### src/rtl/a2d_intf_pkg.sv
// Shared types and constants for the A2D responder and its SPI engine.
// Build option: A2D_RES_INV_EN (see a2d_intf.sv).
package a2d_intf_pkg;

   typedef enum logic [1:0] {IDLE, TX_CMD, GAP, TX_RD} a2d_state_t;

   localparam logic [1:0] ADC_CMD_PAD     = 2'b00;
   localparam int         XFER_BITS       = 16;
   localparam int         SCLK_DIV_W_DFLT = 5;
   // SS_n low time of one transaction: front porch plus one SCLK period per bit
   localparam int         XFER_CLKS       = 2**(SCLK_DIV_W_DFLT-2) + XFER_BITS * 2**SCLK_DIV_W_DFLT;

   function automatic logic [15:0] adc_cmd(input logic [2:0] ch);
      return {ADC_CMD_PAD, ch, 11'h000};
   endfunction

endpackage

### src/rtl/a2d_intf_if.sv
// Requester-facing conversion handshake of the A2D responder.
interface a2d_intf_if;

   logic        strt_cnv;
   logic [2:0]  chnnl;
   logic        cnv_cmplt;
   logic [11:0] res;

   modport master (output strt_cnv, output chnnl, input cnv_cmplt, input res);
   modport slave  (input strt_cnv, input chnnl, output cnv_cmplt, output res);

endinterface

### src/rtl/a2d_intf_spi_mstr16.sv
// One 16-bit SPI transaction, CPOL=1/CPHA=1, SCLK = clk / 2**SCLK_DIV_W.
// done pulses combinationally with rd_data valid on the edge SS_n returns high.
module a2d_intf_spi_mstr16
   import a2d_intf_pkg::*;
#(
   parameter int SCLK_DIV_W = SCLK_DIV_W_DFLT
) (
   input  logic        clk,
   input  logic        rst_n,
   input  logic        wrt,
   input  logic [15:0] cmd,
   input  logic        MISO,
   output logic        done,
   output logic [15:0] rd_data,
   output logic        SS_n,
   output logic        SCLK,
   output logic        MOSI
);

   localparam int W = SCLK_DIV_W;
   localparam logic [W-1:0] DIV_LOAD = W'(2**W - 2**(W-2) - 1);
   localparam logic [W-1:0] DIV_SMPL = W'(2**(W-1) - 1);
   localparam logic [W-1:0] DIV_WRAP = '1;

   logic          ss_n_q, ss_n_d;
   logic          sclk_q, sclk_d;
   logic          start_q, start_d;
   logic [W-1:0]  div_q, div_d;
   logic [15:0]   shft_q, shft_d;
   logic          smpl_q, smpl_d;
   logic [4:0]    wrap_cnt_q, wrap_cnt_d;

   logic          active;
   logic          wrap;
   logic          last;

   always_comb begin
      ss_n_d     = ss_n_q;
      start_d    = start_q;
      div_d      = div_q;
      shft_d     = shft_q;
      smpl_d     = smpl_q;
      wrap_cnt_d = wrap_cnt_q;
      done       = 1'b0;

      active = start_q | ~ss_n_q;
      wrap   = ~ss_n_q & (div_q == DIV_WRAP);
      last   = wrap & (wrap_cnt_q == 5'(XFER_BITS));

      if (wrt && ss_n_q && !start_q) begin
         // load one clk ahead of SS_n falling so the front porch is 2**(W-2) clk
         shft_d     = cmd;
         div_d      = DIV_LOAD;
         start_d    = 1'b1;
         wrap_cnt_d = '0;
      end else if (active) begin
         start_d = 1'b0;
         ss_n_d  = 1'b0;
         div_d   = div_q + 1'b1;
         if (!ss_n_q && div_q == DIV_SMPL)
            smpl_d = MISO;
         // the first SCLK fall has no preceding rise, so it shifts nothing
         if (wrap) begin
            wrap_cnt_d = wrap_cnt_q + 1'b1;
            if (wrap_cnt_q != 5'd0)
               shft_d = {shft_q[14:0], smpl_q};
         end
         if (last) begin
            ss_n_d = 1'b1;
            done   = 1'b1;
         end
      end

      sclk_d = (active && !last) ? div_d[W-1] : 1'b1;
   end

   always_ff @(posedge clk or negedge rst_n) begin
      if (!rst_n) begin
         ss_n_q     <= 1'b1;
         sclk_q     <= 1'b1;
         start_q    <= 1'b0;
         div_q      <= '0;
         shft_q     <= '0;
         smpl_q     <= 1'b0;
         wrap_cnt_q <= '0;
      end else begin
         ss_n_q     <= ss_n_d;
         sclk_q     <= sclk_d;
         start_q    <= start_d;
         div_q      <= div_d;
         shft_q     <= shft_d;
         smpl_q     <= smpl_d;
         wrap_cnt_q <= wrap_cnt_d;
      end
   end

   assign rd_data = {shft_q[14:0], smpl_q};
   assign SS_n    = ss_n_q;
   assign SCLK    = sclk_q;
   assign MOSI    = shft_q[15];

endmodule

### src/rtl/a2d_intf.sv
// A2D responder: command transaction, SS_n gap, readback transaction, then result.
// Build option: A2D_RES_INV_EN inverts the returned 12-bit result.
module a2d_intf
   import a2d_intf_pkg::*;
#(
   parameter int SCLK_DIV_W = SCLK_DIV_W_DFLT,
   parameter int GAP_CYC    = 32
) (
   input  logic         clk,
   input  logic         rst_n,
   a2d_intf_if.slave    bus,
   output logic         SS_n,
   output logic         SCLK,
   output logic         MOSI,
   input  logic         MISO
);

   localparam int GW = (GAP_CYC > 2) ? $clog2(GAP_CYC) : 1;
   // counter runs GAP_CYC-2 .. 0; the load and start cycles make up the rest
   localparam logic [GW-1:0] GAP_LOAD = GW'(GAP_CYC - 2);

   a2d_state_t    state_q, state_d;
   logic [2:0]    chnnl_q, chnnl_d;
   logic [GW-1:0] gap_q, gap_d;
   logic [11:0]   res_q, res_d;
   logic          cmplt_q, cmplt_d;

   logic          wrt;
   logic [15:0]   cmd;
   logic          done;
   logic [15:0]   rd_data;
   logic [3:0]    rd_hi_unused;

   function automatic logic [11:0] res_fmt(input logic [11:0] raw);
`ifdef A2D_RES_INV_EN
      return ~raw;
`else
      return raw;
`endif
   endfunction

   a2d_intf_spi_mstr16 #(.SCLK_DIV_W(SCLK_DIV_W)) u_spi (
      .clk     (clk),
      .rst_n   (rst_n),
      .wrt     (wrt),
      .cmd     (cmd),
      .MISO    (MISO),
      .done    (done),
      .rd_data (rd_data),
      .SS_n    (SS_n),
      .SCLK    (SCLK),
      .MOSI    (MOSI)
   );

   assign rd_hi_unused = rd_data[15:12];

   always_comb begin
      state_d = state_q;
      chnnl_d = chnnl_q;
      gap_d   = gap_q;
      res_d   = res_q;
      cmplt_d = cmplt_q;
      wrt     = 1'b0;
      cmd     = adc_cmd(chnnl_q);

      case (state_q)
         IDLE: begin
            if (bus.strt_cnv) begin
               wrt     = 1'b1;
               cmd     = adc_cmd(bus.chnnl);
               chnnl_d = bus.chnnl;
               cmplt_d = 1'b0;
               state_d = TX_CMD;
            end
         end
         TX_CMD: begin
            if (done) begin
               gap_d   = GAP_LOAD;
               state_d = GAP;
            end
         end
         GAP: begin
            // readback re-requests the same channel; the ADC answers the first request
            if (gap_q == '0) begin
               wrt     = 1'b1;
               state_d = TX_RD;
            end else begin
               gap_d = gap_q - 1'b1;
            end
         end
         TX_RD: begin
            if (done) begin
               res_d   = res_fmt(rd_data[11:0]);
               cmplt_d = 1'b1;
               state_d = IDLE;
            end
         end
         default: state_d = IDLE;
      endcase
   end

   always_ff @(posedge clk or negedge rst_n) begin
      if (!rst_n) begin
         state_q <= IDLE;
         chnnl_q <= '0;
         gap_q   <= '0;
         res_q   <= '0;
         cmplt_q <= 1'b0;
      end else begin
         state_q <= state_d;
         chnnl_q <= chnnl_d;
         gap_q   <= gap_d;
         res_q   <= res_d;
         cmplt_q <= cmplt_d;
      end
   end

   assign bus.cnv_cmplt = cmplt_q;
   assign bus.res       = res_q;

endmodule

### src/flat_wrapper.sv
// flat-port wrapper written by rule: the top's interface ports become plain ports
module a2d_intf_flat import a2d_intf_pkg::*;
#(
   parameter int SCLK_DIV_W = SCLK_DIV_W_DFLT,
   parameter int GAP_CYC    = 32
)
  (clk, rst_n, SS_n, SCLK, MOSI, MISO, bus_strt_cnv, bus_chnnl, bus_cnv_cmplt, bus_res);
  a2d_intf_if bus_i ();
  input  logic clk;
  input  logic rst_n;
  output logic SS_n;
  output logic SCLK;
  output logic MOSI;
  input  logic MISO;
  input wire logic [$bits(bus_i.strt_cnv)-1:0] bus_strt_cnv;
  input wire logic [$bits(bus_i.chnnl)-1:0] bus_chnnl;
  output wire logic [$bits(bus_i.cnv_cmplt)-1:0] bus_cnv_cmplt;
  output wire logic [$bits(bus_i.res)-1:0] bus_res;
  assign bus_i.strt_cnv = bus_strt_cnv;
  assign bus_i.chnnl = bus_chnnl;
  assign bus_cnv_cmplt = bus_i.cnv_cmplt;
  assign bus_res = bus_i.res;
  a2d_intf #(.SCLK_DIV_W(SCLK_DIV_W), .GAP_CYC(GAP_CYC)) u_core (.clk(clk), .rst_n(rst_n), .bus(bus_i), .SS_n(SS_n), .SCLK(SCLK), .MOSI(MOSI), .MISO(MISO));
endmodule
### config.mk
export PLATFORM = sky130hd
export DESIGN_NAME = a2d_intf_flat
export DESIGN_NICKNAME = d
export VERILOG_FILES = /design/src/rtl/a2d_intf_pkg.sv /design/src/rtl/a2d_intf_if.sv /design/src/rtl/a2d_intf_spi_mstr16.sv /design/src/rtl/a2d_intf.sv /design/src/flat_wrapper.sv
export SDC_FILE = /design/constraint.sdc
export NUM_CORES = 1
export LEC_CHECK = 0
export CAP_MARGIN = 20
export CELL_PAD_IN_SITES_DETAIL_PLACEMENT = 0
export CELL_PAD_IN_SITES_GLOBAL_PLACEMENT = 1
export CORE_MARGIN = 5
export CORE_UTILIZATION = 30
export CTS_CLUSTER_SIZE = 16
export DETAILED_ROUTE_END_ITERATION = 8
export PLACE_DENSITY_LB_ADDON = 0.2
export SYNTH_ARGS = -nofsm -noshare
export SYNTH_HDL_FRONTEND = slang
export SYNTH_HIERARCHICAL = 1
export SYNTH_SLANG_ARGS = --single-unit
### constraint.sdc
create_clock -name clk -period 2.3 [get_ports clk]
set_input_delay 0.46 -clock clk [delete_from_list [all_inputs] [get_ports clk]]
set_output_delay 0.46 -clock clk [all_outputs]
set_load 0.01 [all_outputs]
# [Word level (Yosys, flattened, before mapping)]
# Cells that the tools add are included.
[op_classes] n_eq_ne=11 n_addsub=3 reduce_logical=24 n_mux=31 bitwise=5
[ops] cell="16-bit 2-to-1 mux" count=5
[ops] cell="5-bit 2-to-1 mux" count=7
[ops] cell="14-bit 2-to-1 mux" count=1
[ops] cell="3-bit AND reduction" count=4
[ops] cell="5-bit by 1-bit adder with 5-bit output (second input constant)" count=2
[ops] cell="5-bit equality test (second input constant)" count=2
[ops] cell="1-bit 2-to-1 mux" count=10
[ops] cell="5-bit case mux with 2 select lines" count=1
[ops] cell="2-bit nonzero test" count=5
[ops] cell="2-bit 2-to-1 mux" count=4
[ops] cell="2-bit case mux with 4 select lines" count=1
[ops] cell="2-bit AND reduction" count=4
[ops] cell="2-bit by 1-bit != test with 1-bit output (second input constant)" count=3
[ops] cell="5-bit by 4-bit equality test with 1-bit output (second input constant)" count=1
[ops] cell="5-bit zero test" count=1
[ops] cell="5-bit nonzero test" count=1
[ops] cell="5-bit by 1-bit subtractor with 5-bit output (second input constant)" count=1
[ops] cell="2-bit equality test (second input constant)" count=2
[ops] cell="1-bit logical AND" count=4
[ops] cell="2-bit != test (second input constant)" count=2
[ops] cell="1-bit case mux with 2 select lines" count=2
[ops] cell="4-bit AND reduction" count=1
[ops] cell="1-bit zero test" count=3
[ops] cell="1-bit bitwise AND" count=2
[ops] cell="other kinds (4)" count=5
[word_totals] inputBits=7 register_bits=53 output_inout_bits=16

# [Longest topological paths before layout]
# Gate-level depths: netlist of the first run.
[depth] ltp_word=8 ltp_mapped=10

# [Modules after synthesis]
# Netlist of the first run, hierarchy kept.
[by_module_without_submodules] mod="a2d_intf_spi_mstr16" area_per_inst_um2=1575.3 cells_per_inst=118 n_inst=1
[by_module_without_submodules] mod="a2d_intf" area_per_inst_um2=1122.3 cells_per_inst=91 n_inst=1

# [Worst setup path before layout of the first run]
# OpenSTA, ideal clock, no wires.
[synth_path] path_kind="register to register" start="reg u_core.gap_q[0]" end="reg u_core.u_spi.shft_q[10]" stages_incl_launch_ff=11 period_less_slack_ps=2269 required_time_ps=2175 t_arrival_ps=2144 setup_slack_ps=31 path_cell_list="dfrtp_1 > inv_1 > ha_1 > nor4b_1 > nand2_1 > nand2_1 > nand3b_2 > clkinv_4 > a2bb2oi_4 > buf_12 > mux2_4"
[synth_via] elab_chain_cells=7 word_cells_on_any_way=10 classes_between="mux (3); reduce/logical (7)"
[synth_rtl] element="start: declaration" line="a2d_intf.sv:24" rtl="logic [GW-1:0] gap_q, gap_d;"
[synth_rtl] element="start signal: assignment" line="a2d_intf.sv:112" rtl="gap_q <= gap_d;"
[synth_rtl] element="5-bit zero test (*)" line="a2d_intf.sv:84" rtl="if (gap_q == '0) begin"
[synth_rtl] element="1-bit 2-to-1 mux (*)" line="a2d_intf.sv:84"
[synth_rtl] element="1-bit case mux with 2 select lines (*)" line="a2d_intf.sv:66" rtl="case (state_q)"
[synth_rtl] element="net u_core.wrt" line="a2d_intf.sv:28" rtl="logic wrt;"
[synth_rtl] element="1-bit logical AND (*) (2 in a row)" line="a2d_intf_spi_mstr16.sv:50" rtl="if (wrt && ss_n_q && !start_q) begin"
[synth_rtl] element="2-bit nonzero test (no source line)"
[synth_rtl] element="3-bit AND reduction (no source line)"
[synth_rtl] element="end signal: assignment" line="a2d_intf_spi_mstr16.sv:91" rtl="shft_q <= shft_d;"
[synth_rtl] element="end: declaration" line="a2d_intf_spi_mstr16.sv:29" rtl="logic [15:0] shft_q, shft_d;"
# Mark *: on every way through the listed nets, which the timed path passes. The rest lies on a longest branch.
# A chain may end at the register's enable or synchronous reset.

# [Final worst setup path of the first run]
[layout_path] start="reg u_core.u_spi.div_q[0]" end="reg u_core.res_q[0] (netlist: u_core/bus.res[0])"
[layout_via] elab_chain_cells=7
[layout_rtl] element="start: declaration" line="a2d_intf_spi_mstr16.sv:28" rtl="logic [W-1:0] div_q, div_d;"
[layout_rtl] element="start signal: assignment" line="a2d_intf_spi_mstr16.sv:90" rtl="div_q <= div_d;"
[layout_rtl] element="5-bit equality test" line="a2d_intf_spi_mstr16.sv:47" rtl="wrap = ~ss_n_q & (div_q == DIV_WRAP);"
[layout_rtl] element="1-bit bitwise AND" line="a2d_intf_spi_mstr16.sv:47"
[layout_rtl] element="1-bit bitwise AND" line="a2d_intf_spi_mstr16.sv:48" rtl="last = wrap & (wrap_cnt_q == 5'(XFER_BITS));"
[layout_rtl] element="1-bit 2-to-1 mux" line="a2d_intf_spi_mstr16.sv:68" rtl="if (last) begin"
[layout_rtl] element="1-bit 2-to-1 mux" line="a2d_intf_spi_mstr16.sv:56" rtl="end else if (active) begin"
[layout_rtl] element="1-bit 2-to-1 mux" line="a2d_intf_spi_mstr16.sv:50"
[layout_rtl] element="net u_core.done" line="a2d_intf.sv:30" rtl="logic done;"
[layout_rtl] element="2-bit AND reduction (no source line)"
[layout_rtl] element="end signal: assignment" line="a2d_intf.sv:113" rtl="res_q <= res_d;"
[layout_rtl] element="end: declaration" line="a2d_intf.sv:25" rtl="logic [11:0] res_q, res_d;"
# The timed path passes the listed nets, and every way through them passes these cells.

==> results.ini, run 1 <==
[status]
status = finished clean

[yosys]
synth_top_area_frac = 0.473
synthDistinctLibCells = 43
netlist_top_cells_area = dfrtp_1 47%, mux2_2 17%, mux2_4 5.6%
yosysSeqAreaShare = 0.493
synth.avg_cell_area_um2 = 12.9
async_flop_share = 1.00
synth_area_mm2 = 0.00270
yosys_warnings = 6
synth_ff_type = dfrtp_1
ys_ff_latch = 53
yosysTopAreaCell = dfrtp_1
synth_cells = 209
synth-edff-count = 0

[timing]
fmax_ghz = 0.462
whs_ns = 0.0839
final.setup.tns_ns = 0
fin_crit_sh = 0.940
fin_ws_ns = 0.138
rsz0062_at_grt = false
slew_violations = 0
clock_skew_ns = 0.00746
setup_viol = 0
hold_violations = 0
period_minus_slack_ns = 2.16

[clock_tree]
htree_num_levels = 2
hold_buffers = 0
root_buffer = clkbuf_8
cts_tree = built
clkTransAtPathRegs_ns = 0.10
cts-buffers-inserted = 5
clock-sinks = 53
clk_path_buf_depth = 2
clk_latency_ns = 0.31

[grt]
grt-ovfl-total = 0
grt_pass1_vias = 1816
grt_pass1_wl_mm = 8.74
grt_max_degree = 36
antenna_found_initial = 0
grt_use_total = 0.0956

[place]
dpl_worst_slack_ns = 0.00786
dp_hpwl_mm = 3.60
io_buffers = 22
gp_congestion = 0.734

[routing]
vias = 1721
postRouteAntennaNets = 0
via_per_inst = 4.61
routed_wirelength_mm = 4.99
first_pass_iters = 4
drc = 0
drt_iter0_drc = 20
wl_per_cell_um = 13.4

[floorplanning]
top_level_ports = 23
num_rows = 34
start_util = 0.308
die_x_um = 105
fp.dieArea_mm2 = 0.0110
core_area_mm2 = 0.00876
die_y_um = 105

[power_and_ir_drop]
p_total_uw = 2260
switching_share = 0.301
intPower_uw = 1580
power_frac_seq = 0.476
combPwrFrac = 0.294
clock_power_share = 0.230
switchingPower_uw = 682
ir_worst_vdd_mv = 0.236
total_leakage_power_uw = 0.00159
power_density_mw_per_mm2 = 673

[worst_hold_path]
hp-class = in2async

[job]
cap_violations = 0

[worst_setup_path]
critPathKind = reg2reg
crit_fanout = 12
worstPathArrival_ns = 2.36
cp_data_required_time_ns = 2.50
end_kind = register
startpoint_type = register

[finish]
drive_above_1_share = 0.343
seq_area_mm2 = 0.00133
fillers = 879
syn2layout_area_growth_pct = 24.6
finalNetCount = 282
final_util = 0.383
multi_input_area_mm2 = 0.00132
diodes = 0

cells in the final DEF, fill, tap and decap left out, types with 2 or more instances in the layout:
cell type,n
a21oi_1,8
and3_1,2
nor4b_4,2
clkbuf_8,5
clkdlybuf4s50_1,21
o22ai_1,2
dfstp_2,2
nor2_1,7
mux2_1,3
dfrtp_1,51
nand3b_1,2
mux2_2,40
nand2_1,10
a31oi_1,3
buf_4,15
mux2i_1,3
nor3_1,2
nand3_1,2
o21ai_0,7
clkbuf_1,2
conb_1,13
inv_1,10
nor2b_1,2
buf_12,6
or3_1,6
mux2_4,10
ha_1,11
metrics by stage:
step	instance area (um2)	std cells
floorplan	2740	221
global placement	3260	365
detailed placement	3260	365
CTS	3350	373
global route	3360	373
finish	3360	373
timing repair:
action,4_1_cts,5_1_grt
hold endpoints to repair,0,0
setup endpoints to repair,14,16
gates resized for setup,1,1
setup buffers,0,0
worst max-delay path, stage by stage, from the launching register on:
cell and delay [ns]:
dfrtp_1 0.42, ha_1 0.24, and3_1 0.21, ha_1 0.22
nand3_1 0.14, inv_1 0.07, buf_4 0.15, nand2_1 0.11
buf_12 0.15, mux2_2 0.33
flip-flops by register name (all words and copies together), names as in the netlist:
signal                   flops
u_core/chnnl_q               3
u_core/gap_q                 5
u_core/u_spi/smpl_q          1
u_core/state_q               2
u_core/u_spi/SS_n            1
u_core/u_spi/wrap_cnt_q      5
u_core/u_spi/start_q         1
u_core/bus.res              12
u_core/u_spi/shft_q         16
u_core/u_spi/SCLK            1
u_core/bus.cnv_cmplt         1
u_core/u_spi/div_q           5
per-layer routing:
layer	GRT usage	vias up	wire length, um
met4	0.0274	0	68
met1	0.129	866	2430
met3	0.0253	7	137
met5	0	-	0
met2	0.151	15	2350
li1	-	833	-
final timing paths:
path                            slack, ns                  start  cells after the start                     to
worst max-delay path                 0.14  u_core/u_spi/div_q[0]                      9      u_core/bus.res[0]
worst min-delay path                 0.08                  rst_n                      1     u_core/bus.res[11]
worst max register to register       0.14  u_core/u_spi/div_q[0]                      9      u_core/bus.res[0]
worst min register to register       0.48  u_core/u_spi/div_q[3]                      1  u_core/u_spi/div_q[3]
max in group asynchronous            1.60                  rst_n                      2      u_core/u_spi/SCLK
min in group clk                     0.48  u_core/u_spi/div_q[3]                      1  u_core/u_spi/div_q[3]
kinds of logic (layout without fill, tap and decap cells):
group | after synthesis | count (layout) | share of synthesized area
XOR/XNOR | 2 | 2 | 0.00649
AND/OR/NAND/NOR | 42 | 42 | 0.0951
multiplexers | 56 | 56 | 0.246
adder cells (fa/ha/maj) | 11 | 11 | 0.0510
AO/OA/AOI/OAI | 26 | 26 | 0.0673
flip-flops | 53 | 53 | 0.493
other | 1 | 13 | 0.00139
buffers and inverters | 18 | 62 | 0.0399
cell type report:
type | count | share of cell area
clock buffers | 7 | 0.0227
clock inverters | 1 | 0.00149
inverters | 11 | 0.0138
multi-input cells | 150 | 0.393
flip-flops and latches | 53 | 0.395
well taps | 108 | 0.0402
repair buffers | 43 | 0.133
cells in the mapped netlist, types with 2 or more instances:
| master | instances |
|---|---|
| a21oi_1 | 8 |
| a31oi_1 | 3 |
| and3_1 | 2 |
| buf_6 | 2 |
| clkbuf_1 | 3 |
| dfrtp_1 | 51 |
| dfstp_2 | 2 |
| ha_1 | 11 |
| inv_1 | 10 |
| mux2_1 | 3 |
| mux2_2 | 40 |
| mux2_4 | 10 |
| mux2i_1 | 3 |
| nand2_1 | 10 |
| nand3_1 | 2 |
| nand3b_1 | 2 |
| nor2_1 | 7 |
| nor2b_1 | 2 |
| nor3_1 | 2 |
| o21ai_0 | 7 |
| o22ai_1 | 2 |
| or3_1 | 6 |
power groups by stage:
stage	logic (uW)	registers (uW)	clock network (uW)
after detailed placement	668	1090	0
after CTS	672	1070	553
after global routing	749	1090	586
final	665	1080	520
after floorplan	421	1090	0
after global placement	658	1080	0
No activity file was read; power rests on OpenSTA's default activity.
==> run 2, diff against run 1 <==
Settings changed: HOLD_SLACK_MARGIN set to 0.15.
==> run 2 against run 1 <==
Worst setup slack better by 0.0021 ns; power barely moved; worst hold slack better by 0.40 ns.
==> results.ini, run 2 (synthesis gave the netlist of run 1 again) <==
[status]
status = finished clean

[clock_tree]
cts_tree = built
clk_latency_ns = 0.31  ; about the same
clkTransAtPathRegs_ns = 0.09  ; about the same
postCtsSetupRepairBufs = 0  ; unchanged
clock-sinks = 53  ; unchanged
cts-buffers-inserted = 5  ; unchanged
clk_path_buf_depth = 2  ; unchanged
htree_num_levels = 2  ; unchanged
root_buffer = clkbuf_8

[power_and_ir_drop]
total_leakage_power_uw = 0.00160  ; +0.26%
power_density_mw_per_mm2 = 672  ; -0.25%
p_total_uw = 2260  ; about the same
ir_worst_vdd_mv = 0.236  ; +0.18%

[floorplanning]
top_level_ports = 23  ; unchanged
start_util = 0.308  ; unchanged
die_y_um = 105  ; unchanged
fp.dieArea_mm2 = 0.0110  ; unchanged
die_x_um = 105  ; unchanged
num_rows = 34  ; unchanged
core_area_mm2 = 0.00876  ; unchanged

[worst_setup_path]
crit_fanout = 12  ; unchanged
cp_data_required_time_ns = 2.50  ; about the same
end_kind = register
worstPathArrival_ns = 2.36  ; about the same
critPathKind = reg2reg
startpoint_type = register

[finish]
layout_commonest_cell = dfrtp_1
largest-register = u_core/u_spi/shft_q
finalNetCount = 283  ; +0.35%
drive_above_1_share = 0.342  ; -0.00129
fillers = 880  ; +0.11%
diodes = 0  ; unchanged
finalNonFillerCells = 374  ; +0.27%
largest_reg_flops = 16  ; unchanged
layout_common_cells = 51 x dfrtp_1, 40 x mux2_2, 21 x clkdlybuf4s50_1, 15 x buf_4, 13 x conb_1
syn2layout_area_growth_pct = 25.0
final_util = 0.385  ; +0.00114

[routing]
via_per_inst = 4.61  ; -0.15%
routed_wirelength_mm = 4.98  ; -0.14%
drc = 0  ; unchanged
first_pass_iters = 4  ; unchanged
drt_iter0_drc = 21  ; +5.0%
vias = 1723  ; +0.12%
wl_per_cell_um = 13.3  ; -0.41%
postRouteAntennaNets = 0  ; unchanged

[timing]
fin_crit_sh = 0.939  ; about the same
rsz0062_at_grt = false
final.setup.tns_ns = 0  ; unchanged
fmax_ghz = 0.463  ; about the same
clock_skew_ns = 0.00737  ; -0.0000901 ns
whs_ns = 0.480  ; +0.396 ns
slew_violations = 0  ; unchanged
period_minus_slack_ns = 2.16  ; -0.00208 ns
setup_viol = 0  ; unchanged
hold_violations = 0  ; unchanged

[place]
dp_hpwl_mm = 3.60  ; unchanged
io_buffers = 22  ; unchanged
dp.cells = 365  ; unchanged
gp_congestion = 0.734  ; unchanged

[worst_hold_path]
hp-class = reg2reg

[grt]
grt_max_degree = 36  ; unchanged
antenna_found_initial = 0  ; unchanged
grt-ovfl-total = 0  ; unchanged
grt_pass1_vias = 1824  ; +0.44%
grt_use_total = 0.0958  ; +0.000129
grt_pass1_wl_mm = 8.76  ; +0.24%

[job]
cap_violations = 0  ; unchanged

-- run 2: timing repair --
action / 4_1_cts / 5_1_grt
pin swaps: 0 / 0
hold endpoints to repair: 18 / 0
endpoints found under the setup margin: 14 / 16
resized for setup: 1 / 1
cloned: 0 / 0
hold buffers: 1 / 0
-- run 2: worst max-delay path, stage by stage, from the launching register on --
cell and delay [ns]:
dfrtp_1 0.42, ha_1 0.24, and3_1 0.21, ha_1 0.22
nand3_1 0.14, inv_1 0.07, buf_4 0.15, nand2_1 0.11
buf_12 0.15, mux2_2 0.33
-- run 2: path summary, 6_finish.rpt --
kind                                       start                    end  slack [ns]  depth (start not counted)
min in group asynchronous                  rst_n     u_core/bus.res[11]        0.62                          2
max in group asynchronous                  rst_n      u_core/u_spi/SCLK        1.07                          3
max                        u_core/u_spi/div_q[0]      u_core/bus.res[0]        0.14                          9
min                        u_core/u_spi/div_q[3]  u_core/u_spi/div_q[3]        0.48                          1
max reg2reg                u_core/u_spi/div_q[0]      u_core/bus.res[0]        0.14                          9
min reg2reg                u_core/u_spi/div_q[3]  u_core/u_spi/div_q[3]        0.48                          1
-- run 2: cell type report --
cell class	instances	area (um2)	share of cell area
repair buffers	44	458	0.136
inverters	11	46.3	0.0137
flip-flops and latches	53	1330	0.394
clock buffers	7	76.3	0.0226
multi-input cells	150	1320	0.392
well taps	108	135	0.0401
clock inverters	1	5.00	0.00148
-- run 2: power breakdown --
group,total [uW],switching [uW],internal (uW)
sequential,1080,59.7,1020
combinational,666,317,350
clock,520,305,215
-- run 2: metrics by stage --
stage	area, um2	setup WS [ns]
after global routing	3370	0.00890
after floorplan	2740	0.0311
after detailed placement	3260	0.00786
after CTS	3360	0.115
final	3370	0.140
after global placement	3260	-0.0164
-- run 2: layer usage --
layer	wire, um	GRT usage
met1	2450	0.130
met4	66	0.0274
met2	2340	0.151
met5	0	0
met3	131	0.0253
